===== config.mk =====
export PLATFORM = sky130hd
export DESIGN_NAME = rstseq
export DESIGN_NICKNAME = d
export VERILOG_FILES = /design/src/rtl/rstseq.sv
export SDC_FILE = /design/constraint.sdc
export NUM_CORES = 1
export LEC_CHECK = 0
export ABC_AREA = 1
export BUFFER_PORTS_ARGS = -buffer_cell sky130_fd_sc_hd__buf_2
export CORE_MARGIN = 2
export CORE_UTILIZATION = 58
export DETAILED_ROUTE_END_ITERATION = 6
export PLACE_DENSITY = 0.82
export SLEW_MARGIN = 20
export SYNTH_ARGS = -nofsm -noshare
export SYNTH_HDL_FRONTEND = slang
export SYNTH_SLANG_ARGS = --single-unit

===== constraint.sdc =====
create_clock -name clk_i -period 3.3 [get_ports clk_i]
set_input_delay 0.495 -clock clk_i [delete_from_list [all_inputs] [get_ports clk_i]]
set_output_delay 0.495 -clock clk_i [all_outputs]
set_load 0.03 [all_outputs]

===== src/rtl/rstseq.sv =====
//------------------------------------------------------------------------------
// Module      : rstseq
// Description : Reset sequencer. Holds DOMAINCOUNT reset domains in reset for
//               2^CNTRBITSZ cycles, then releases them in index order spaced
//               STAGGER cycles apart. Decodes software cold/warm/power-off
//               requests and per-domain hardware requests; kept domains
//               survive warm and hardware resets.
// Revision    : 1.0 - initial release
//------------------------------------------------------------------------------
`default_nettype none

module rstseq #(
  parameter int DOMAINCOUNT = 3,
  parameter int CNTRBITSZ   = 4,
  parameter int STAGGER     = 2
) (
  input  logic                   clk_i,
  input  logic                   rst_i,
  input  logic                   swrst0_i,
  input  logic                   swrst1_i,
  input  logic [DOMAINCOUNT-1:0] hwrst_i,
  input  logic [DOMAINCOUNT-1:0] keep_i,
  output logic [DOMAINCOUNT-1:0] rst_o,
  output logic                   gsr_o,
  output logic                   pwroff_o,
  output logic                   busy_o
);

  localparam int c_stag_w = (STAGGER > 1) ? $clog2(STAGGER) : 1;
  localparam int c_idx_w  = (DOMAINCOUNT > 1) ? $clog2(DOMAINCOUNT) : 1;
  localparam logic [c_stag_w-1:0] c_stag_load = c_stag_w'(STAGGER - 1);

  typedef enum logic [2:0] {
    ST_HOLD    = 3'd0,
    ST_RELEASE = 3'd1,
    ST_RUN     = 3'd2,
    ST_COLD    = 3'd3,
    ST_OFF     = 3'd4
  } state_t;

  state_t                 r_state, w_state_nx;
  logic [CNTRBITSZ-1:0]   r_cntr, w_cntr_nx;
  logic [c_stag_w-1:0]    r_stag, w_stag_nx;
  logic [c_idx_w-1:0]     r_idx, w_idx_nx;
  logic [DOMAINCOUNT-1:0] r_rst, w_rst_nx;
  logic                   r_gsr, w_gsr_nx;
  logic                   r_pwroff, w_pwroff_nx;
  logic                   r_busy, w_busy_nx;

  logic w_req_pwroff, w_req_cold, w_req_warm, w_req_hw;

  // Decode the two-wire software reset encoding and the hardware requests.
  always_comb begin
    w_req_pwroff = swrst0_i & ~swrst1_i;
    w_req_cold   = swrst0_i & swrst1_i;
    w_req_warm   = ~swrst0_i & swrst1_i;
    w_req_hw     = |hwrst_i;
  end

  // Next-state logic: sequencing first, then requests override it.
  always_comb begin
    w_state_nx  = r_state;
    w_cntr_nx   = r_cntr;
    w_stag_nx   = r_stag;
    w_idx_nx    = r_idx;
    w_rst_nx    = r_rst;
    w_gsr_nx    = 1'b0;
    w_pwroff_nx = 1'b0;

    case (r_state)
      ST_HOLD: begin
        if (r_cntr != '0) begin
          w_cntr_nx = r_cntr - CNTRBITSZ'(1);
        end else begin
          w_rst_nx[0] = 1'b0;
          w_idx_nx    = '0;
          w_stag_nx   = c_stag_load;
          w_state_nx  = (DOMAINCOUNT == 1) ? ST_RUN : ST_RELEASE;
        end
      end
      ST_RELEASE: begin
        if (r_stag != '0) begin
          w_stag_nx = r_stag - c_stag_w'(1);
        end else begin
          // Clearing a bit that a kept domain already has at 0 is harmless.
          for (int k = 0; k < DOMAINCOUNT; k++) begin
            if (k == int'(r_idx) + 1) w_rst_nx[k] = 1'b0;
          end
          w_idx_nx  = r_idx + c_idx_w'(1);
          w_stag_nx = c_stag_load;
          if (int'(r_idx) + 1 == DOMAINCOUNT - 1) w_state_nx = ST_RUN;
        end
      end
      ST_RUN: begin
      end
      ST_COLD: begin
        // Cold reset ignores the keep mask: every domain goes back to reset.
        w_cntr_nx  = '1;
        w_rst_nx   = '1;
        w_idx_nx   = '0;
        w_state_nx = ST_HOLD;
      end
      ST_OFF: begin
        // Only the asynchronous reset leaves power-off.
        w_pwroff_nx = 1'b1;
        w_rst_nx    = '1;
      end
      default: begin
        w_state_nx = ST_HOLD;
        w_cntr_nx  = '1;
        w_rst_nx   = '1;
      end
    endcase

    if ((r_state == ST_HOLD) || (r_state == ST_RELEASE) || (r_state == ST_RUN)) begin
      if (w_req_pwroff) begin
        w_rst_nx    = '1;
        w_pwroff_nx = 1'b1;
        w_state_nx  = ST_OFF;
      end else if (w_req_cold) begin
        w_gsr_nx   = 1'b1;
        w_rst_nx   = '1;
        w_state_nx = ST_COLD;
      end else if (w_req_warm || w_req_hw) begin
        // A level request keeps reloading the hold counter until it drops.
        w_rst_nx   = r_rst | ~keep_i;
        w_cntr_nx  = '1;
        w_idx_nx   = '0;
        w_state_nx = ST_HOLD;
      end
    end

    w_busy_nx = (w_state_nx != ST_RUN);
  end

  // State and output registers; every output comes straight from a flop.
  always_ff @(posedge clk_i or posedge rst_i) begin
    if (rst_i) begin
      r_state  <= ST_HOLD;
      r_cntr   <= '1;
      r_stag   <= '0;
      r_idx    <= '0;
      r_rst    <= '1;
      r_gsr    <= 1'b0;
      r_pwroff <= 1'b0;
      r_busy   <= 1'b1;
    end else begin
      r_state  <= w_state_nx;
      r_cntr   <= w_cntr_nx;
      r_stag   <= w_stag_nx;
      r_idx    <= w_idx_nx;
      r_rst    <= w_rst_nx;
      r_gsr    <= w_gsr_nx;
      r_pwroff <= w_pwroff_nx;
      r_busy   <= w_busy_nx;
    end
  end

  assign rst_o    = r_rst;
  assign gsr_o    = r_gsr;
  assign pwroff_o = r_pwroff;
  assign busy_o   = r_busy;

endmodule

`default_nettype wire


==> out/qor.yml, run 1 <==
pwr:
  peakVddDrop_v: 0.000379
  p_clk_share_pct: 15.9
  power.leakage_nw: 0.638
  swShare_pct: 43.8
  p_sw_w: 0.000356
  p_per_area_mw_per_mm2: 747
  combPwrFrac_pct: 44.9
  power_frac_seq_pct: 39.2
  total_power_w: 0.000814
  p_int_w: 0.000458
clock_network:
  cts_tree: "built"
  insertion_delay_ps: 290
  cts_max_level: 1
  cts_buffer_depth: 2
  holdBufCountCts: 0
  root_buffer: "clkbuf_4"
  cts_sinks: 16
  cts_setup_buffers: 0
  clk_pin_slew_ps: 90
  cts_buffers: 3
  cts.repair.resized: 0
sta:
  fin_worst_skew_ps: 3.37
  slew_headroom_pct: 58.4
  rsz0062_at_grt: "no"
  max_freq_mhz: 654
  setup_viol: 0
  hold_violations: 0
  period_share_pct: 46.3
  maxSlewViolCount: 0
  hold-worst-slack_ps: 267
  tightest_slew_ps: 623
  fin_crit_ps: 1530
  fin_setup_tns_ps: 0
cells_and_area:
  multiInputGateArea_sq_um: 443
  final_layout_size_suffix_gt1_share_pct: 20.1
  area_delta_synth_final_pct: 13.7
  fillerInstances: 126
  antenna_cells: 0
  seq_area_sq_um: 410
  final_nets: 173
  finalInstanceArea_sq_mm: 0.00109
detailed_routing:
  wl_per_cell_um: 11.3
  viasPerCell: 5.13
  drc_errors: 0
  drt_iter0_drc: 35
  wl_um: 1970
  vias: 898
  antenna_left: 0
  dr.pass1.iters: 4
global_routing:
  grt_pass1_vias: 844
  antenna_found_initial: 0
  grt_max_degree: 17
  grt_first_pass_wirelength_um: 3370
  grt_util_all_layers_pct: 23.2
  grt-ovfl-total: 0
setup_path:
  start_kind: "flip-flop"
  cp_top_family: "flip-flops"
  critPathRequiredTime_ps: 2800
  timing.critical_path.buf_inv: 1
  r2r_setup_slack_ps: 1800
  cpPeakStageDelay_ps: 560
  end_kind: "primary output"
  path_cells: "buf_2"
  crit_path_top_delay_cell: "dfstp_2"
  cp.arrival_ps: 1030
  critPathMaxFanout: 3
  worstSetupPathType: "flip-flop to primary output"
yosys:
  syn_nets: 153
  syn_area_sq_um: 958
  synth_seq_cells: 16
  yosys_warnings: 0
  ys_seq_area_share_pct: 42.8
  synthCells: 140
  avgSynthCellArea_sq_um: 6.85
  synth_cell_types: 16
worst_hold_path:
  worstHoldPathType: "input port to asynchronous set/reset pin"
placement:
  place_area_sq_mm: 0.00105
  gp_congestion: 0.831
  dp_hpwl_um: 1580
  port_buffers: 15
floorplanning:
  dieArea_sq_mm: 0.00199
  fp-row-count: 14
  die_w_um: 44.7
  core_sq_mm: 0.00152
  die_height_um: 44.7
  ios: 16
  initial_core_util_pct: 62.9
run_status:
  status: "finished clean"
run:
  maxCapViolCount: 0
layer usage:
layer	vias to the layer above	routed length [um]	GRT usage, %
met1	403	866	27.6
met4	0	37	9.09
li1	465	-	-
met3	4	73	2.45
met2	26	992	42.0
met5	-	0	0
Yosys cell counts:
library cell | instances | area (sq um)
inv_2 | 1 | 3.75
o21ai_1 | 2 | 10.0
inv_1 | 27 | 101
nor2_4 | 1 | 11.3
dfrtp_1 | 8 | 200
nand3_1 | 17 | 85.1
a21oi_2 | 1 | 8.76
o21ai_0 | 6 | 30.0
nand3_2 | 1 | 10.0
nor2_2 | 1 | 6.26
nand2_1 | 48 | 180
nand4_1 | 1 | 6.26
nor3_1 | 1 | 5.00
ha_1 | 3 | 37.5
dfstp_2 | 8 | 210
nor2_1 | 14 | 52.6
final timing paths:
kind,depth (start not counted),from,end
max reg2reg,7,r_cntr[0],r_cntr[2]
min in group clk_i,3,swrst1_i,gsr_o
min,2,rst_i,gsr_o
min reg2reg,2,rst_o[2],rst_o[2]
max in group asynchronous,2,rst_i,pwroff_o
max,1,rst_o[0],rst_o[0]
worst reg2reg max path: cells and delay by family (launching register included):
kind | cells | cell delay [ps]
AO/OA/AOI/OAI | 1 | 140
adder cells (fa/ha/maj) | 1 | 250
buffers and inverters | 1 | 80
flip-flops | 1 | 540
AND/OR/NAND/NOR | 4 | 450
power groups by stage:
stage	clock network [W]	logic (W)	registers, W
final	0.000130	0.000366	0.000319
after global placement	0	0.000345	0.000320
after CTS	0.000133	0.000365	0.000318
after floorplan	0	0.000269	0.000329
after detailed placement	0	0.000361	0.000322
after global routing	0.000138	0.000422	0.000327
per-stage QoR:
stage | instances | utilization (%) | worst slack [ps]
after detailed placement | 171 | 69.1 | 1830
after CTS | 175 | 71.5 | 1770
final | 175 | 71.5 | 1770
after floorplan | 140 | - | 2000
after global routing | 175 | 71.5 | 1700
after global placement | 171 | 69.1 | 1940
registers in the layout, indices dropped and copies added, names as in the netlist:
register,count
r_state,3
r_cntr,4
gsr_o,1
pwroff_o,1
r_stag,1
rst_o,3
busy_o,1
r_idx,2
cells by family after synthesis:
kind of cell / share of synthesized area, %
flip-flops: 42.8
AND/OR/NAND/NOR: 37.2
adder cells (fa/ha/maj): 3.92
buffers and inverters: 11.0
AO/OA/AOI/OAI: 5.09
area by class of cell:
type | count | area share, %
clock buffers | 4 | 3.33
inverters | 28 | 9.64
multi-input cells | 96 | 40.6
flip-flops and latches | 16 | 37.7
well taps | 16 | 1.84
repair buffers | 15 | 6.89
cells in the final DEF, fill, tap and decap left out:
cell       n
a21oi_2    1
buf_2     15
clkbuf_4   3
clkbuf_8   1
dfrtp_1    8
dfstp_2    8
ha_1       3
inv_1     27
inv_2      1
nand2_1   48
nand3_1   17
nand3_2    1
nand4_1    1
nor2_1    14
nor2_2     1
nor2_4     1
nor3_1     1
o21ai_0    6
o21ai_1    2
No activity file was read; power rests on OpenSTA's default activity.
==> inputs of run 2 (changes only) <==
CORE_UTILIZATION = 54   (was 58)
PLACE_DENSITY = 0.77   (was 0.82)
clock period = 1.51 ns   (was 3.3 ns; I/O delays follow)
==> run 2 against run 1 <==
Compared with the run above:
- critical path depth rose by 8
- global-route usage up 0.65 points
- combinational power grew 130%
==> out/qor.yml, run 2 (synthesized netlist as in run 1, its figures left out) <==
setup_path:
  start_kind: "flip-flop"
  r2r_setup_slack_ps: 80
  end_kind: "flip-flop"
  r2r-end: "r_cntr[0]"
  timing.rr.start: "r_cntr[1]"
  reg2regPathDepth: 9
  critPathRequiredTime_ps: 1760
  cp.arrival_ps: 1670
  critPathMaxFanout: 5
  worstSetupPathType: "flip-flop to flip-flop"
  setup.worst_path.start: "r_cntr[1]"
sta:
  period_share_pct: 94.4
  tightest_slew_ps: 576
  fin_worst_skew_ps: 1.76
  slew_headroom_pct: 61.6
  fin_crit_ps: 1430
  hold_violations: 0
  fin_setup_tns_ps: 0
  rsz0062_at_grt: "no"
  setup_viol: 0
  maxSlewViolCount: 0
  max_freq_mhz: 702
placement:
  dp_hpwl_um: 1710
  gp_congestion: 0.859
  port_buffers: 15
detailed_routing:
  wl_um: 2190
  wl_per_cell_um: 12.4
  vias: 931
  drc_errors: 0
  drt_iter0_drc: 19
  dr.pass1.iters: 4
  antenna_left: 0
  viasPerCell: 5.26
global_routing:
  grt_first_pass_wirelength_um: 3580
  grt-ovfl-total: 0
  antenna_found_initial: 0
  grt_pass1_vias: 857
  grt_max_degree: 17
  grt_util_all_layers_pct: 23.8
clock_network:
  cts_tree: "built"
  cts_buffers: 3
  insertion_delay_ps: 300
  cts_max_level: 1
  root_buffer: "clkbuf_4"
  clk_pin_slew_ps: 100
  cts_setup_buffers: 0
  cts_sinks: 16
  cts_buffer_depth: 2
floorplanning:
  initial_core_util_pct: 56.7
  core_sq_mm: 0.00169
  dieArea_sq_mm: 0.00213
  die_height_um: 46.1
  die_w_um: 46.1
  fp-row-count: 15
  ios: 16
pwr:
  power.leakage_nw: 0.640
  total_power_w: 0.00184
  combPwrFrac_pct: 45.2
  peakVddDrop_v: 0.000861
  p_clk_share_pct: 16.2
  p_int_w: 0.00101
  power_frac_seq_pct: 38.6
  p_sw_w: 0.000832
  p_per_area_mw_per_mm2: 1660
  swShare_pct: 45.1
worst_hold_path:
  hold_end: "gsr_o"
  min_path_cells: 3
  worstHoldPathType: "input port to flip-flop"
  min-delay-start: "swrst1_i"
cells_and_area:
  top_register: "r_cntr"
  final_nets: 174
  antenna_cells: 0
  layout_common_cells: "nand2_1, inv_1, nand3_1"
  final_common_cell: "nand2_1"
  area_delta_synth_final_pct: 16.2
  final_layout_size_suffix_gt1_share_pct: 21.3
  largest_reg_flops: 4
run_status:
  status: "finished clean"
run:
  maxCapViolCount: 0
==> run 2: worst max path at each step <==
stage | endpoint | slack (ps)
after floorplan | r_cntr[1] | 210
after global routing | r_cntr[0] | 20
after global placement | r_cntr[1] | 160
final | r_cntr[0] | 80
after CTS | r_cntr[2] | 30
after detailed placement | r_cntr[2] | 50
==> run 2: power by group through the flow <==
stage | registers (W) | clock network [W] | logic (W)
3_5_place_dp | 0.000710 | 0 | 0.000807
4_1_cts | 0.000703 | 0.000300 | 0.000810
5_1_grt | 0.000726 | 0.000312 | 0.000964
2_1_floorplan | 0.000719 | 0 | 0.000587
3_3_place_gp | 0.000700 | 0 | 0.000760
6_report | 0.000711 | 0.000300 | 0.000833
==> run 2: per-layer routing <==
layer / global-route usage, % / share of wire [%]
met1: 28.7 / 41
met2: 41.9 / 54
met3: 5.49 / 4.0
met4: 6.86 / 0.96
met5: 0 / 0
==> run 2: area by class of cell <==
type,instances,area (sq um)
Clock buffer,4,36.3
Fill cell,146,576
Inverter,28,105
Multi-Input combinational cell,96,455
Sequential cell,16,410
Tap cell,17,21.3
Timing Repair Buffer,16,85.1
==> run 2: timing repair <==
action | in CTS | in global routing
endpoints found under the setup margin | 0 | 3
resized for setup | 0 | 4
endpoints found under the hold margin | 8 | 0
hold buffers | 1 | 0
==> run 2: metrics by stage <==
stage               hold slack, ps  instances  utilization (%)  worst slack (ps)  cell area [sq um]
CTS                            190        177             65.2              25.9               1100
global placement               313        172             62.4               165               1050
global route                   206        177             65.9              18.9               1110
floorplan                      135        140                -               206                958
detailed placement             312        172             62.4              49.1               1050
finish                         189        177             65.9              84.9               1110
==> run 2: worst max-delay path, stage by stage, from the launching register on <==
cell and delay (ps):
dfstp_2 550, inv_1 80, ha_4 180, nand2_1 60, nor2_1 60, nor2_2 200, inv_1 80, nand2_1 60
nand2_1 40, nand2_1 70
